==> src/rtl/fetch_sequencer_pkg.sv <==
// fetch_sequencer_pkg: shared types and constants for the SCRISC-16 fetch stage.
package fetch_sequencer_pkg;

  localparam int unsigned PC_W = 16;

  typedef logic [PC_W-1:0] pc_t;

  localparam pc_t DEF_RESET_PC  = 16'h0000;
  localparam pc_t DEF_NOP_INSTR = 16'h0000;

  // Fetch FSM states.
  typedef enum logic [1:0] {
    ST_BOOT = 2'd0,
    ST_RUN  = 2'd1,
    ST_HOLD = 2'd2
  } state_e;

  // Which next-PC source won the priority selection this cycle.
  typedef enum logic [2:0] {
    SEL_BRANCH = 3'd0,
    SEL_JUMP   = 3'd1,
    SEL_SEQ    = 3'd2,
    SEL_WAIT   = 3'd3,
    SEL_HOLD   = 3'd4
  } sel_e;

endpackage

==> src/rtl/fetch_sequencer_if.sv <==
// fetch_sequencer_if: instruction-memory req/ack bus between the fetch stage
// (master) and instruction memory (slave).
interface fetch_sequencer_if;
  import fetch_sequencer_pkg::*;

  logic imem_req;
  pc_t  imem_addr;
  logic imem_ack;
  pc_t  imem_data;

  modport master (
    output imem_req,
    output imem_addr,
    input  imem_ack,
    input  imem_data
  );

  modport slave (
    input  imem_req,
    input  imem_addr,
    output imem_ack,
    output imem_data
  );

endinterface

==> src/rtl/fetch_sequencer_next_pc_mux.sv <==
// fetch_sequencer_next_pc_mux: combinational next-PC priority select and
// sequential increment (modulo 2^16).
module fetch_sequencer_next_pc_mux
  import fetch_sequencer_pkg::*;
#(
  parameter int unsigned PC_INC = 1
) (
  input  pc_t  pc,
  input  logic take,
  input  pc_t  br_target,
  input  logic jmp_valid,
  input  pc_t  jmp_target,
  input  logic stall,
  input  logic req,
  input  logic ack,
  output pc_t  pc_next,
  output sel_e sel
);

  // Priority: taken branch, jump (not under stall), acked fetch, wait, hold.
  always_comb begin
    pc_next = pc;
    sel     = SEL_HOLD;
    if (take) begin
      pc_next = br_target;
      sel     = SEL_BRANCH;
    end else if (jmp_valid && !stall) begin
      pc_next = jmp_target;
      sel     = SEL_JUMP;
    end else if (req && ack && !stall) begin
      pc_next = pc + pc_t'(PC_INC);
      sel     = SEL_SEQ;
    end else if (req && !ack) begin
      sel     = SEL_WAIT;
    end
  end

endmodule

==> src/rtl/fetch_sequencer.sv <==
// fetch_sequencer: SCRISC-16 instruction fetch / PC sequencing stage.
// Owns the PC, drives the imem req/ack bus, registers the IF/ID slot and
// raises flush strobes on a taken branch.
// Optional macro FETCH_BRANCH_STATS_EN adds saturating branch counters.
module fetch_sequencer
  import fetch_sequencer_pkg::*;
#(
  parameter pc_t         RESET_PC  = DEF_RESET_PC,
  parameter int unsigned PC_INC    = 1,
  parameter pc_t         NOP_INSTR = DEF_NOP_INSTR
) (
  input  logic                      clk,
  input  logic                      rst,
  input  logic                      br_valid,
  input  logic                      check,
  input  pc_t                       br_target,
  input  logic                      jmp_valid,
  input  pc_t                       jmp_target,
  input  logic                      stall,
  fetch_sequencer_if.master         imem,
  output logic                      if_valid,
  output pc_t                       if_instr,
  output pc_t                       if_pc,
  output logic                      flush_id,
`ifdef FETCH_BRANCH_STATS_EN
  output logic [15:0]               br_taken_cnt,
  output logic [15:0]               br_total_cnt,
`endif
  output logic                      flush_ex
);

  state_e state_q, state_d;
  pc_t    pc_q, pc_d;
  logic   if_valid_q, if_valid_d;
  pc_t    if_instr_q, if_instr_d;
  pc_t    if_pc_q, if_pc_d;

  logic   take;
  logic   req;
  sel_e   sel;
  pc_t    pc_next;

  // Branch decision, fetch request and flush strobes.
  always_comb begin
    take     = br_valid & check;
    req      = (state_q == ST_RUN) & ~stall & ~rst;
    flush_id = take & ~rst;
    flush_ex = take & ~rst;
  end

  fetch_sequencer_next_pc_mux #(
    .PC_INC (PC_INC)
  ) u_next_pc_mux (
    .pc         (pc_q),
    .take       (take),
    .br_target  (br_target),
    .jmp_valid  (jmp_valid),
    .jmp_target (jmp_target),
    .stall      (stall),
    .req        (req),
    .ack        (imem.imem_ack),
    .pc_next    (pc_next),
    .sel        (sel)
  );

  // Next state of FSM, PC and IF/ID slot.
  always_comb begin
    state_d    = state_q;
    pc_d       = pc_next;
    if_valid_d = if_valid_q;
    if_instr_d = if_instr_q;
    if_pc_d    = if_pc_q;

    if (take) begin
      state_d = ST_RUN;
    end else begin
      unique case (state_q)
        ST_BOOT: state_d = ST_RUN;
        ST_RUN:  if (stall) state_d = ST_HOLD;
        ST_HOLD: if (!stall) state_d = ST_RUN;
        default: state_d = ST_BOOT;
      endcase
    end

    unique case (sel)
      SEL_BRANCH, SEL_JUMP, SEL_WAIT: begin
        if_valid_d = 1'b0;
        if_instr_d = NOP_INSTR;
      end
      SEL_SEQ: begin
        if_valid_d = 1'b1;
        if_instr_d = imem.imem_data;
        if_pc_d    = pc_q;
      end
      default: ;
    endcase
  end

  // State, PC and IF/ID registers.
  always_ff @(posedge clk) begin
    if (rst) begin
      state_q    <= ST_BOOT;
      pc_q       <= RESET_PC;
      if_valid_q <= 1'b0;
      if_instr_q <= NOP_INSTR;
      if_pc_q    <= '0;
    end else begin
      state_q    <= state_d;
      pc_q       <= pc_d;
      if_valid_q <= if_valid_d;
      if_instr_q <= if_instr_d;
      if_pc_q    <= if_pc_d;
    end
  end

  assign imem.imem_req  = req;
  assign imem.imem_addr = pc_q;
  assign if_valid       = if_valid_q;
  assign if_instr       = if_instr_q;
  assign if_pc          = if_pc_q;

`ifdef FETCH_BRANCH_STATS_EN
  logic [15:0] br_taken_cnt_q, br_taken_cnt_d;
  logic [15:0] br_total_cnt_q, br_total_cnt_d;

  // Saturating branch statistics.
  always_comb begin
    br_taken_cnt_d = br_taken_cnt_q;
    br_total_cnt_d = br_total_cnt_q;
    if (br_valid && (br_total_cnt_q != '1)) br_total_cnt_d = br_total_cnt_q + 16'd1;
    if (take && (br_taken_cnt_q != '1))     br_taken_cnt_d = br_taken_cnt_q + 16'd1;
  end

  // Statistics registers.
  always_ff @(posedge clk) begin
    if (rst) begin
      br_taken_cnt_q <= '0;
      br_total_cnt_q <= '0;
    end else begin
      br_taken_cnt_q <= br_taken_cnt_d;
      br_total_cnt_q <= br_total_cnt_d;
    end
  end

  assign br_taken_cnt = br_taken_cnt_q;
  assign br_total_cnt = br_total_cnt_q;
`endif

endmodule

==> src/flat_wrapper.sv <==
// flat-port wrapper written by rule: the top's interface ports become plain ports
module fetch_sequencer_flat import fetch_sequencer_pkg::*;
#(
  parameter pc_t         RESET_PC  = DEF_RESET_PC,
  parameter int unsigned PC_INC    = 1,
  parameter pc_t         NOP_INSTR = DEF_NOP_INSTR
)
  (clk, rst, br_valid, check, br_target, jmp_valid, jmp_target, stall, if_valid, if_instr, if_pc, flush_id, flush_ex, imem_imem_req, imem_imem_addr, imem_imem_ack, imem_imem_data);
  fetch_sequencer_if imem_i ();
  input  logic clk;
  input  logic rst;
  input  logic br_valid;
  input  logic check;
  input  pc_t br_target;
  input  logic jmp_valid;
  input  pc_t jmp_target;
  input  logic stall;
  output logic if_valid;
  output pc_t if_instr;
  output pc_t if_pc;
  output logic flush_id;
  output logic flush_ex;
  output wire logic [$bits(imem_i.imem_req)-1:0] imem_imem_req;
  output wire logic [$bits(imem_i.imem_addr)-1:0] imem_imem_addr;
  input wire logic [$bits(imem_i.imem_ack)-1:0] imem_imem_ack;
  input wire logic [$bits(imem_i.imem_data)-1:0] imem_imem_data;
  assign imem_imem_req = imem_i.imem_req;
  assign imem_imem_addr = imem_i.imem_addr;
  assign imem_i.imem_ack = imem_imem_ack;
  assign imem_i.imem_data = imem_imem_data;
  fetch_sequencer #(.RESET_PC(RESET_PC), .PC_INC(PC_INC), .NOP_INSTR(NOP_INSTR)) u_core (.clk(clk), .rst(rst), .br_valid(br_valid), .check(check), .br_target(br_target), .jmp_valid(jmp_valid), .jmp_target(jmp_target), .stall(stall), .imem(imem_i), .if_valid(if_valid), .if_instr(if_instr), .if_pc(if_pc), .flush_id(flush_id), .flush_ex(flush_ex));
endmodule
==> config.mk <==
export PLATFORM = sky130hd
export DESIGN_NAME = fetch_sequencer_flat
export DESIGN_NICKNAME = d
export VERILOG_FILES = /design/src/rtl/fetch_sequencer_pkg.sv /design/src/rtl/fetch_sequencer_if.sv /design/src/rtl/fetch_sequencer_next_pc_mux.sv /design/src/rtl/fetch_sequencer.sv /design/src/flat_wrapper.sv
export SDC_FILE = /design/constraint.sdc
export NUM_CORES = 1
export LEC_CHECK = 0
export ABC_AREA = 0
export ABC_CLOCK_PERIOD_IN_PS = 2000
export BUFFER_PORTS_ARGS = -buffer_cell sky130_fd_sc_hd__buf_2
export CORE_MARGIN = 1.5
export CORE_UTILIZATION = 47
export CTS_CLUSTER_SIZE = 28
export DETAILED_ROUTE_END_ITERATION = 12
export PLACE_DENSITY = 0.77
export SYNTH_ARGS = -nofsm -noshare
export SYNTH_HDL_FRONTEND = slang
export SYNTH_SLANG_ARGS = --single-unit
==> constraint.sdc <==
create_clock -name clk -period 2 [get_ports clk]
set_clock_uncertainty 0.15 [all_clocks]
set_input_delay 0.1 -clock clk [delete_from_list [all_inputs] [get_ports clk]]
set_output_delay 0.1 -clock clk [all_outputs]
set_load 0.05 [all_outputs]
After elaboration in Yosys (flattened, before gate mapping)
Index checks and enable logic that the tools add are counted.
{"block": "word_totals", "regBits": 51, "inputBits": 55, "elab_cells": 49}
{"block": "op_classes", "n_addsub": 1, "n_eq_ne": 9, "mux": 13, "n_bitwise": 6, "reduce_logical": 14}
{"op": "$mux W16", "count": 3}
{"op": "$pmux W16 S2", "count": 1}
{"op": "$add A16 B1 Y16 const B", "count": 1}
{"op": "$mux W3", "count": 4}
{"op": "$eq A3 B2 Y1 const B", "count": 2}
{"op": "$ne A3 B2 Y1 const B", "count": 2}
{"op": "$pmux W2 S3", "count": 1}
{"op": "$and A1 B1 Y1", "count": 4}
{"op": "$logic_and A1 B1 Y1", "count": 4}
{"op": "$mux W2", "count": 2}
{"op": "$ne A2 B2 Y1 const B", "count": 2}
{"op": "$reduce_and A2 Y1", "count": 2}
{"op": "$eq A3 B1 Y1 const B", "count": 1}
{"op": "$logic_not A3 Y1", "count": 1}
{"op": "$reduce_bool A3 Y1", "count": 1}
{"op": "$reduce_or A3 Y1", "count": 1}
{"op": "$eq A2 B1 Y1 const B", "count": 1}
{"op": "$eq A2 B2 Y1 const B", "count": 1}
{"op": "$logic_not A1 Y1", "count": 2}
{"op": "$logic_not A2 Y1", "count": 1}
{"op": "$not A1 Y1", "count": 2}
{"op": "$pmux W1 S2", "count": 1}
{"op": "$reduce_bool A2 Y1", "count": 1}
{"op": "$reduce_or A2 Y1", "count": 1}
{"op": "$mux W1", "count": 1}

Depth between registers and ports, before layout
Gate-level depths: netlist (run 1).
{"block": "logic_depth", "word_depth": 11, "ltp_mapped": 7}

Modules after synthesis
A second synthesis (run 1) with hierarchy kept.
{"block": "hier_totals", "cells_unflattened": 315, "area_unflattened_um2": 2711.4}
{"mod": "fetch_sequencer", "instances": 1, "cells_each": 189, "area_each_um2": 1970.6, "seq_area_each_um2": 1021.0}
{"mod": "fetch_sequencer_next_pc_mux", "instances": 1, "cells_each": 126, "area_each_um2": 740.7, "seq_area_each_um2": 0.0}

Worst setup path after synthesis (run 1)
No wires, ideal clock.
{"block": "synth_timing", "kind": "flip-flop to flip-flop", "from": "register u_core.pc_q[2], in the netlist u_core.imem.imem_addr[2]", "to": "register u_core.pc_q[15], in the netlist u_core.imem.imem_addr[15]", "t_arrival_ns": 2.027, "t_required_ns": 1.771, "setup_slack_ns": -0.256, "stages_incl_launch_ff": 8, "path_buffers": 2, "cell_sequence": "dfxtp_1 buf_2 nand4_2 or3_1 buf_6 nor4_4 xnor2_1 a211oi_2"}
{"block": "synth_via", "elab_chain_cells": 4}
{"item": "start: declaration", "line_no": "fetch_sequencer.sv:33", "rtl": "pc_t pc_q, pc_d;"}
{"item": "start signal: assignment", "line_no": "fetch_sequencer.sv:109", "rtl": "pc_q <= pc_d;"}
{"item": "$add A16 B1 Y16", "line_no": "fetch_sequencer_next_pc_mux.sv:31", "rtl": "pc_next = pc + pc_t'(PC_INC);"}
{"item": "$mux W16", "line_no": "fetch_sequencer_next_pc_mux.sv:30", "rtl": "end else if (req && ack && !stall) begin"}
{"item": "$mux W16", "line_no": "fetch_sequencer_next_pc_mux.sv:27", "rtl": "end else if (jmp_valid && !stall) begin"}
{"item": "$mux W16", "line_no": "fetch_sequencer_next_pc_mux.sv:24", "rtl": "if (take) begin"}
Every way passes these cells. The select of a mux whose other input is x is not followed.
A chain may end at the register's enable or synchronous reset.

Worst setup path after layout (run 1)
{"block": "layout_timing", "from": "register u_core.pc_q[0], in the netlist u_core.imem.imem_addr[0]", "to": "register u_core.pc_q[10], in the netlist u_core.imem.imem_addr[10]"}
The elaborated chain is that of the path after synthesis.

==> run_results.csv, run 1 <==
group,metric,value,unit
run_status,outcome,"finished clean",
finish,final_cell_area,0.00344,mm^2
yosys,yosys.area.top_type,"dfxtp_1",
global_route,grt_pass1_vias,2480,
routing,drc,0,
timing,rsz0062_at_grt,"no",
setup_path,worstPathArrival,1.94,ns
routing,routed_wirelength,7310,um
placement,gp_congestion,0.836,
clock_tree,clkTransAtPathRegs,0.10,ns
routing,drt-initial-drc-count,212,
setup_path,start_kind,"register",
timing,worst_pin_slew,0.706,ns
floorplanning,num_rows,25,
floorplanning,die_h,74.6,um
routing,wl_per_cell,14.6,um
clock_tree,post-cts-setup-buffer-count,0,
min_path,worstHoldPathType,"in2reg",
global_route,grt_pass1_wl,11500,um
timing,fin_setup_tns,0,ns
floorplanning,die_width,74.6,um
clock_tree,cts.htree.levels,2,
flow_run,maxCapViolations,0,
setup_path,slowest_stage,"dfxtp_4",
finish,final_cell_mix,"buf_2 (106), nand2_1 (42), dfxtp_1 (42), nor2_1 (39), a21oi_1 (28)",
timing,max_freq,522,MHz
global_route,antenna_found_initial,0,
routing,vias,2703,
setup_path,path_class,"reg2reg",
global_route,overflow,0,
placement,dp_hpwl,4940,um
clock_tree,clk-insertion-delay-late,0.30,ns
yosys,synth_warnings,0,
setup_path,slowest_delay,0.40,ns
power,power_density,651,mW/mm^2
routing,vias_per_cell,5.42,
yosys,synth_ff_type,"dfxtp_1",
placement,io_buffers,106,
power,vdd_drop_max,0.000537,V
yosys,synth_area,0.00241,mm^2
clock_tree,cts_max_path_buffers,2,
min_path,hold_start,"jmp_target[14]",
floorplanning,initial_utilization,50.0,%
yosys,yosysSeqAreaShare,42.4,%
finish,regArea,0.00104,mm^2
yosys,synth_area_leaders,"dfxtp_1 (42%), nand2_1 (7.0%), nor2_1 (6.4%)",
power,power.internal,1.50,mW
clock_tree,cts_inserted_buffers,5,
global_route,grt_usage,26.5,%
min_path,min_to,"u_core.imem.imem_addr[14]",
clock_tree,cts_tree,"done",
placement,placement.cell_area,0.00309,mm^2
placement,place_ws,0.100,ns
power,power_frac_clock,26.9,%
timing,final-hold-violation-count,0,
yosys,ys_seq_elements,51,
clock_tree,cts_sinks,51,
setup_path,rr_worst_depth,6,
setup_path,crit_chain,"ha_2 > nand4_1 > nor2_1 > mux2_2 > a221oi_1 > a211oi_1",
min_path,hold-path-cell-count,3,
finish,final_common_cell,"buf_2",
finish,fillers,420,
floorplanning,die_area,0.00557,mm^2
yosys,syn_area_per_cell,7.90,um^2
yosys,synth.distinct_cells,45,
timing,fin_crit_sh,95.8,%
setup_path,end_kind,"register",
power,leakage,1.50,nW
routing,ant_nets,0,
setup_path,path_max_fanout,6,
yosys,syn_inst,305,
power,power_frac_seq,49.4,%
power,p_sw_share,33.1,%
power,pwr-share-comb,23.7,%
yosys,yosys.area.top_type_share,42.4,%
finish,drive_above_1_share,37.3,%
setup_path,r2r_start,"u_core.imem.imem_addr[0]",
finish,multi_input_area,0.00134,mm^2
floorplanning,ios,107,
timing,setup_viol,0,
power,p_switching,742,uW
setup_path,r2r_end,"u_core.imem.imem_addr[10]",
setup_path,required,2.02,ns
timing,slew_headroom,52.9,%
timing,fin_crit,1.92,ns
floorplanning,core-area,0.00482,mm^2
finish,area_delta_synth_final,42.9,%
finish,post-route-util,71.5,%
yosys,synth-async-reset-ratio,0,%
setup_path,rrSetupSlack,0.08,ns
global_route,grt_max_degree,53,
yosys,synth-edff-count,0,
clock_tree,cts-root-buf,"clkbuf_8",
finish,diodes,0,
yosys,syn_nets,361,
power,power,2.24,mW
timing,layout_setup_ws,0.0831,ns
timing,slew_viol_final,0,
finish,fin_nets,487,
routing,first_pass_iters,6,
-- cell usage after synthesis (2+ instances only) --
cell / number
dfxtp_1: 51
nand2_1: 45
nor2_1: 41
a21oi_1: 29
a22oi_1: 16
o21ai_0: 15
clkbuf_1: 14
a211oi_1: 12
nor3_1: 11
nand3_1: 8
a31oi_1: 6
buf_2: 6
inv_1: 6
xnor2_1: 5
and3_1: 3
or3_1: 3
xor2_1: 3
and2_1: 2
nand4_1: 2
nand4_2: 2
-- power groups by stage --
stage	clock network (mW)	logic [mW]	registers (mW)
after global routing	0.649	0.573	1.11
after global placement	0	0.483	1.13
final	0.603	0.532	1.11
after CTS	0.609	0.526	1.11
after detailed placement	0	0.488	1.13
after floorplan	0	0.221	1.24
-- metal layers --
| layer | vias to the layer above | GRT usage [%] | routed length (um) |
|---|---|---|---|
| met4 | 0 | 5.86 | 65 |
| met3 | 11 | 6.91 | 595 |
| met2 | 117 | 46.4 | 3600 |
| met5 | - | 0 | 0 |
| met1 | 1248 | 32.6 | 3040 |
| li1 | 1327 | - | - |
-- final cells by class --
cell class	count	area share (%)
multi-input combinational	225	38.8
sequential	51	30.1
timing repair buffer	142	25.4
tap	67	2.43
clock buffer	5	2.00
inverter	6	0.654
clock inverter	3	0.545
-- cells by family (layout without fill, tap and decap cells) --
group,after synthesis,in the layout,synth area share [%]
and+or+nand+nor,126,126,24.8
xor gates and xnor gates,8,8,2.91
DFF,51,51,42.4
buffers and inverters,29,156,5.30
AOI/OAI and AO/OA,88,88,23.2
adders and majority gates,2,2,0.935
muxes,1,1,0.467
-- stage by stage --
stage / std cells / hold WS [ns]
global placement: 466 / 0.193
floorplan: 305 / 0.0958
CTS: 499 / 0.0000804
finish: 499 / 0.00327
detailed placement: 466 / 0.191
global route: 499 / 0.0112
-- state kept, by name (all words and copies together), names as in the netlist --
name / flops
u_core.if_instr: 16
u_core.imem.imem_addr: 16
u_core.if_pc: 16
u_core.state_q: 2
u_core.if_valid: 1
-- worst max-delay path, delay by kind of cell (launching register included) --
family                   cells  cell delay [ns]
multiplexers                 1             0.34
AO/OA/AOI/OAI                2             0.39
adder cells (fa/ha/maj)      1             0.22
flip-flops                   1             0.40
AND/OR/NAND/NOR              2             0.29
-- worst max path at each step --
stage,start,to,slack [ns],depth (start not counted)
after CTS,u_core.imem.imem_addr[0],u_core.imem.imem_addr[10],0.07,6
after global routing,u_core.imem.imem_addr[0],u_core.imem.imem_addr[10],0.006,6
after detailed placement,u_core.imem.imem_addr[0],u_core.imem.imem_addr[8],0.10,6
after floorplan,u_core.state_q[1],u_core.imem.imem_addr[11],-0.12,5
after global placement,u_core.imem.imem_addr[0],u_core.imem.imem_addr[10],0.15,6
final,u_core.imem.imem_addr[0],u_core.imem.imem_addr[10],0.08,6
-- timing repair --
action,in CTS,in global routing
hold buffers,25,0
hold endpoints to repair,25,0
gates resized for setup,0,5
endpoints found under the setup margin,0,19
No activity file was read; power rests on OpenSTA's default activity.
==> run 2: changes to the inputs <==
==> constraint.sdc (replaced) <==
create_clock -name clk -period 2 [get_ports clk]
set_clock_uncertainty 0.15 [all_clocks]
set_input_delay 0.2 -clock clk [delete_from_list [all_inputs] [get_ports clk]]
set_output_delay 0.2 -clock clk [all_outputs]
set_load 0.05 [all_outputs]
==> run 2 against run 1 <==
The flow now finishes with violations (hold timing). Design area fell by 4.6%. Utilization fell by 3.3 points. Total power rose by 2.5%. Clock-buffer cell count did not move. Cell count fell by 2.8%. Critical path depth fell by 1. Global-route usage fell by 1.1 points. Sequential share of layout area rose by 1.5 points. First-iteration DRC count fell by 42%. Routed wire length fell by 2.9%. Die area did not move. Sequential power barely moved. Critical endpoint is now u_core.imem.imem_addr[4]. Largest power group unchanged. Highest routed layer unchanged.
==> run_results.csv, run 2 (same netlist as run 1, synthesis figures left out) <==
group,metric,value,unit
finish,area_delta_synth_final,36.3,%
flow_run,maxCapViolations,0,
timing,worst_pin_slew,0.816,ns
power,power_density,699,mW/mm^2
placement,gp_congestion,0.920,
finish,diodes,0,
power,power.internal,1.59,mW
timing,final-hold-violation-count,1,
finish,final_cell_mix,"buf_2 (106), nand2_1 (43), dfxtp_1 (42), nor2_1 (39), a21oi_1 (29)",
power,pwr-share-comb,21.4,%
timing,slew_viol_final,0,
clock_tree,clk-insertion-delay-late,0.31,ns
clock_tree,cts_sinks,51,
clock_tree,cts_tree,"done",
setup_path,path_class,"reg2reg",
finish,final_cell_area,0.00329,mm^2
run_status,outcome,"finished with violations",
clock_tree,cts.htree.levels,2,
global_route,grt_usage,25.4,%
routing,first_pass_iters,4,
clock_tree,cts_max_path_buffers,2,
timing,max_freq,525,MHz
setup_path,r2r_start,"u_core.state_q[0]",
finish,drive_above_1_share,36.4,%
min_path,worstHoldPathType,"in2reg",
power,power_frac_seq,48.2,%
global_route,grt_max_degree,53,
setup_path,crit_start,"u_core.state_q[0]",
finish,post-route-util,68.2,%
clock_tree,post-cts-setup-buffer-count,0,
floorplanning,die_width,74.6,um
setup_path,path_max_fanout,11,
routing,wl_per_cell,14.6,um
floorplanning,num_rows,25,
run_status,violations,"hold timing",
power,p_sw_share,30.7,%
routing,routed_wirelength,7090,um
floorplanning,die_h,74.6,um
timing,fin_setup_tns,0,ns
timing,setup_viol,0,
power,p_switching,704,uW
floorplanning,core-area,0.00482,mm^2
timing,slew_headroom,45.4,%
timing,fin_crit_sh,95.2,%
setup_path,required,2.07,ns
setup_path,start_kind,"register",
placement,dp_hpwl,5010,um
floorplanning,die_area,0.00557,mm^2
timing,rsz0062_at_grt,"no",
timing,fin_crit,1.90,ns
clock_tree,cts_inserted_buffers,5,
timing,hold_ws,-0.000471,ns
clock_tree,cts-root-buf,"clkbuf_8",
placement,placement.cell_area,0.00305,mm^2
routing,ant_nets,0,
routing,drc,0,
global_route,overflow,0,
setup_path,end_kind,"register",
finish,final_common_cell,"buf_2",
min_path,hold_start,"imem_imem_data[2]",
routing,vias,2672,
routing,vias_per_cell,5.51,
global_route,grt_pass1_wl,10900,um
routing,drt-initial-drc-count,124,
power,vdd_drop_max,0.000394,V
global_route,grt_pass1_vias,2413,
floorplanning,initial_utilization,50.0,%
global_route,antenna_found_initial,0,
power,leakage,1.44,nW
finish,fin_nets,474,
clock_tree,clkTransAtPathRegs,0.09,ns
placement,io_buffers,106,
power,power_frac_clock,30.4,%
floorplanning,ios,107,
setup_path,worstPathArrival,1.97,ns
run 2: cell count changes in the layout (fill, tap and decap cells not counted), moves of 2 or more:
cell | before | now
a211oi_1 | 5 | 12
clkinv_2 | 2 | 0
dlygate4sd3_1 | 25 | 11
a211oi_2 | 8 | 1
run 2: per-layer routing:
layer	track usage [%]	routed length [um]
met5	0	0
met4	9.29	72
met3	6.78	513
met2	43.1	3440
met1	30.9	3060
run 2: metrics by stage:
stage	hold slack, ns	total power, mW	setup slack [ns]	cells
final	-0.000471	2.30	0.0951	485
after global placement	0.288	1.59	0.0503	467
after floorplan	0.196	1.45	-0.141	305
after CTS	0.000366	2.31	0.0260	485
after detailed placement	0.291	1.60	0.00924	467
after global routing	0.0145	2.39	0.00592	485
run 2: area by class of cell:
| cell class | count | area (um^2) |
|---|---|---|
| Sequential cell | 51 | 1040 |
| Clock inverter | 2 | 37.5 |
| Multi-Input combinational cell | 225 | 1290 |
| Tap cell | 67 | 83.8 |
| Fill cell | 432 | 1530 |
| Clock buffer | 5 | 68.8 |
| Inverter | 6 | 22.5 |
| Timing Repair Buffer | 129 | 743 |
run 2: repair_timing:
action,CTS,global route
hold buffers,11,0
endpoints found under the hold margin,11,0
setup endpoints to repair,0,18
gates resized for setup,0,5
run 2: worst paths after layout:
check / to / slack (ns) / cells after the start
max: u_core.imem.imem_addr[4] / 0.1 / 5
min reg2reg: u_core.if_pc[5] / 0.31 / 2
max reg2reg: u_core.imem.imem_addr[4] / 0.1 / 5
min: u_core.if_instr[2] / -0.0005 / 3
run 2: critical path: stages, from the launching register on:
cell	delay (ns)
dfxtp_1	0.34
nor4b_4	0.16
and2_4	0.17
nor2_1	0.63
a211oi_1	0.11
a211oi_1	0.26
run 2: power by group through the flow:
stage / logic [mW] / registers, mW / clock network, mW
after global routing: 0.526 / 1.11 / 0.754
after detailed placement: 0.468 / 1.13 / 0
final: 0.492 / 1.11 / 0.699
after floorplan: 0.206 / 1.24 / 0
after CTS: 0.486 / 1.11 / 0.713
after global placement: 0.461 / 1.13 / 0
==> run 3: changes to the inputs <==
Settings changed: CORE_UTILIZATION 47 to 45, CTS_CLUSTER_SIZE 28 to 24, PLACE_DENSITY 0.77 to 0.74.
==> run 3 against run 2 <==
The run now ends clean. Sequential power hardly changed. Register-to-register slack better by 0.03 ns. Sequential share of layout area is 0.68 points lower. Setup slack better by 0.034 ns. Flip-flop and latch count stayed put. Critical path type unchanged. Largest power group unchanged. Highest routed layer unchanged.
==> run_results.csv, run 3 (same netlist as run 1, synthesis figures left out) <==
group,metric,value,unit
global_route,grt_pass1_wl,11700,um
finish,final_cell_mix,"buf_2 (106), nand2_1 (43), dfxtp_1 (42), nor2_1 (38), a21oi_1 (29)",
setup_path,required,2.03,ns
routing,ant_nets,0,
global_route,grt_usage,24.9,%
global_route,overflow,0,
run_status,outcome,"finished clean",
placement,io_buffers,106,
clock_tree,cts-root-buf,"clkbuf_8",
setup_path,rrSetupSlack,0.13,ns
finish,fillers,456,
setup_path,end_kind,"register",
clock_tree,cts_sinks,51,
power,vdd_drop_max,0.000489,V
placement,dp_hpwl,4810,um
power,power_density,700,mW/mm^2
power,leakage,1.46,nW
floorplanning,die_h,76.2,um
setup_path,slowest_delay,0.40,ns
timing,fin_crit,1.87,ns
power,power,2.35,mW
floorplanning,die_width,76.2,um
setup_path,start_kind,"register",
finish,drive_above_1_share,36.4,%
global_route,antenna_found_initial,0,
min_path,worstHoldPathType,"in2reg",
placement,placed_cells,468,
timing,setup_viol,0,
routing,wl_per_cell,14.6,um
finish,fin_nets,478,
setup_path,cp_top_family,"flip-flops",
finish,diodes,0,
clock_tree,clk-insertion-delay-late,0.31,ns
finish,multi_input_area,0.00131,mm^2
routing,routed_wirelength,7220,um
setup_path,path_max_fanout,6,
timing,slew_headroom,54.4,%
floorplanning,initial_utilization,46.9,%
clock_tree,cts.htree.levels,2,
flow_run,maxCapViolations,0,
timing,hold_ws,0.0294,ns
timing,final-hold-violation-count,0,
placement,gp_congestion,0.834,
routing,drt-initial-drc-count,187,
routing,vias_per_cell,5.42,
timing,layout_setup_ws,0.129,ns
setup_path,worstPathArrival,1.90,ns
global_route,grt_max_degree,53,
finish,final_common_cell,"buf_2",
setup_path,path_buf_inv,0,
floorplanning,ios,107,
placement,place_ws,-0.0499,ns
floorplanning,die_area,0.00580,mm^2
timing,max_freq,535,MHz
timing,worst_pin_slew,0.683,ns
timing,rsz0062_at_grt,"no",
floorplanning,core-area,0.00514,mm^2
routing,first_pass_iters,4,
clock_tree,clkTransAtPathRegs,0.10,ns
finish,area_delta_synth_final,39.4,%
finish,finalNonFillerCells,493,
routing,drc,0,
timing,fin_crit_sh,93.5,%
clock_tree,cts_inserted_buffers,5,
global_route,grt_pass1_vias,2506,
routing,vias,2672,
clock_tree,cts_tree,"done",
floorplanning,num_rows,26,
timing,slew_viol_final,0,
setup_path,crit_chain,"ha_4 > nand4_1 > nor2_1 > mux2_2 > a221oi_1 > a211oi_1",
finish,regArea,0.00104,mm^2
setup_path,slowest_stage,"dfxtp_4",
setup_path,path_class,"reg2reg",
clock_tree,cts_max_path_buffers,2,
[run 3: repair_timing]
action                     CTS  global route
pin swaps                    0             2
setup buffers                0             1
hold endpoints to repair    16             0
setup endpoints to repair    1            21
resized for setup            1             7
hold buffers                16             0
[run 3: report_power, final]
group | internal [mW] | switching [mW] | leakage, nW
combinational | 0.174 | 0.312 | 0.986
sequential | 1.06 | 0.0614 | 0.419
clock | 0.380 | 0.369 | 0.0587
total | 1.61 | 0.742 | 1.46
[run 3: final timing paths]
path | startpoint | endpoint | depth (start not counted)
hold / removal | imem_imem_data[6] | u_core.if_instr[6] | 3
setup reg to reg | u_core.imem.imem_addr[1] | u_core.imem.imem_addr[10] | 6
hold reg to reg | u_core.if_pc[15] | u_core.if_pc[15] | 2
setup / recovery | u_core.imem.imem_addr[1] | u_core.imem.imem_addr[10] | 6
[run 3: per-stage QoR]
stage	setup TNS [ns]	utilization, %	cell area [um^2]
after floorplan	-4.20	-	2470
after global placement	0	59.2	3040
after detailed placement	-0.0499	59.2	3040
after CTS	0	64.7	3320
after global routing	0	65.3	3360
final	0	65.3	3360
[run 3: routing by layer]
layer,routed length (um),global-route usage (%),part of all wire (%)
met5,0,0,0
met4,82,8.33,1.1
met1,3220,32.0,45
met2,3360,41.3,47
met3,557,5.63,7.7
[run 3: worst reg2reg max path, cell delays in order (launching register included)]
cell	delay, ns
dfxtp_4	0.40
ha_4	0.16
nand4_1	0.15
nor2_1	0.15
mux2_2	0.34
a221oi_1	0.27
a211oi_1	0.12
[run 3: area by class of cell]
class	instances	area share, %
Multi-Input combinational cell	225	39.0
Sequential cell	51	30.9
Timing Repair Buffer	133	23.4
Tap cell	70	2.61
Clock buffer	5	2.05
Clock inverter	3	1.42
Inverter	6	0.671
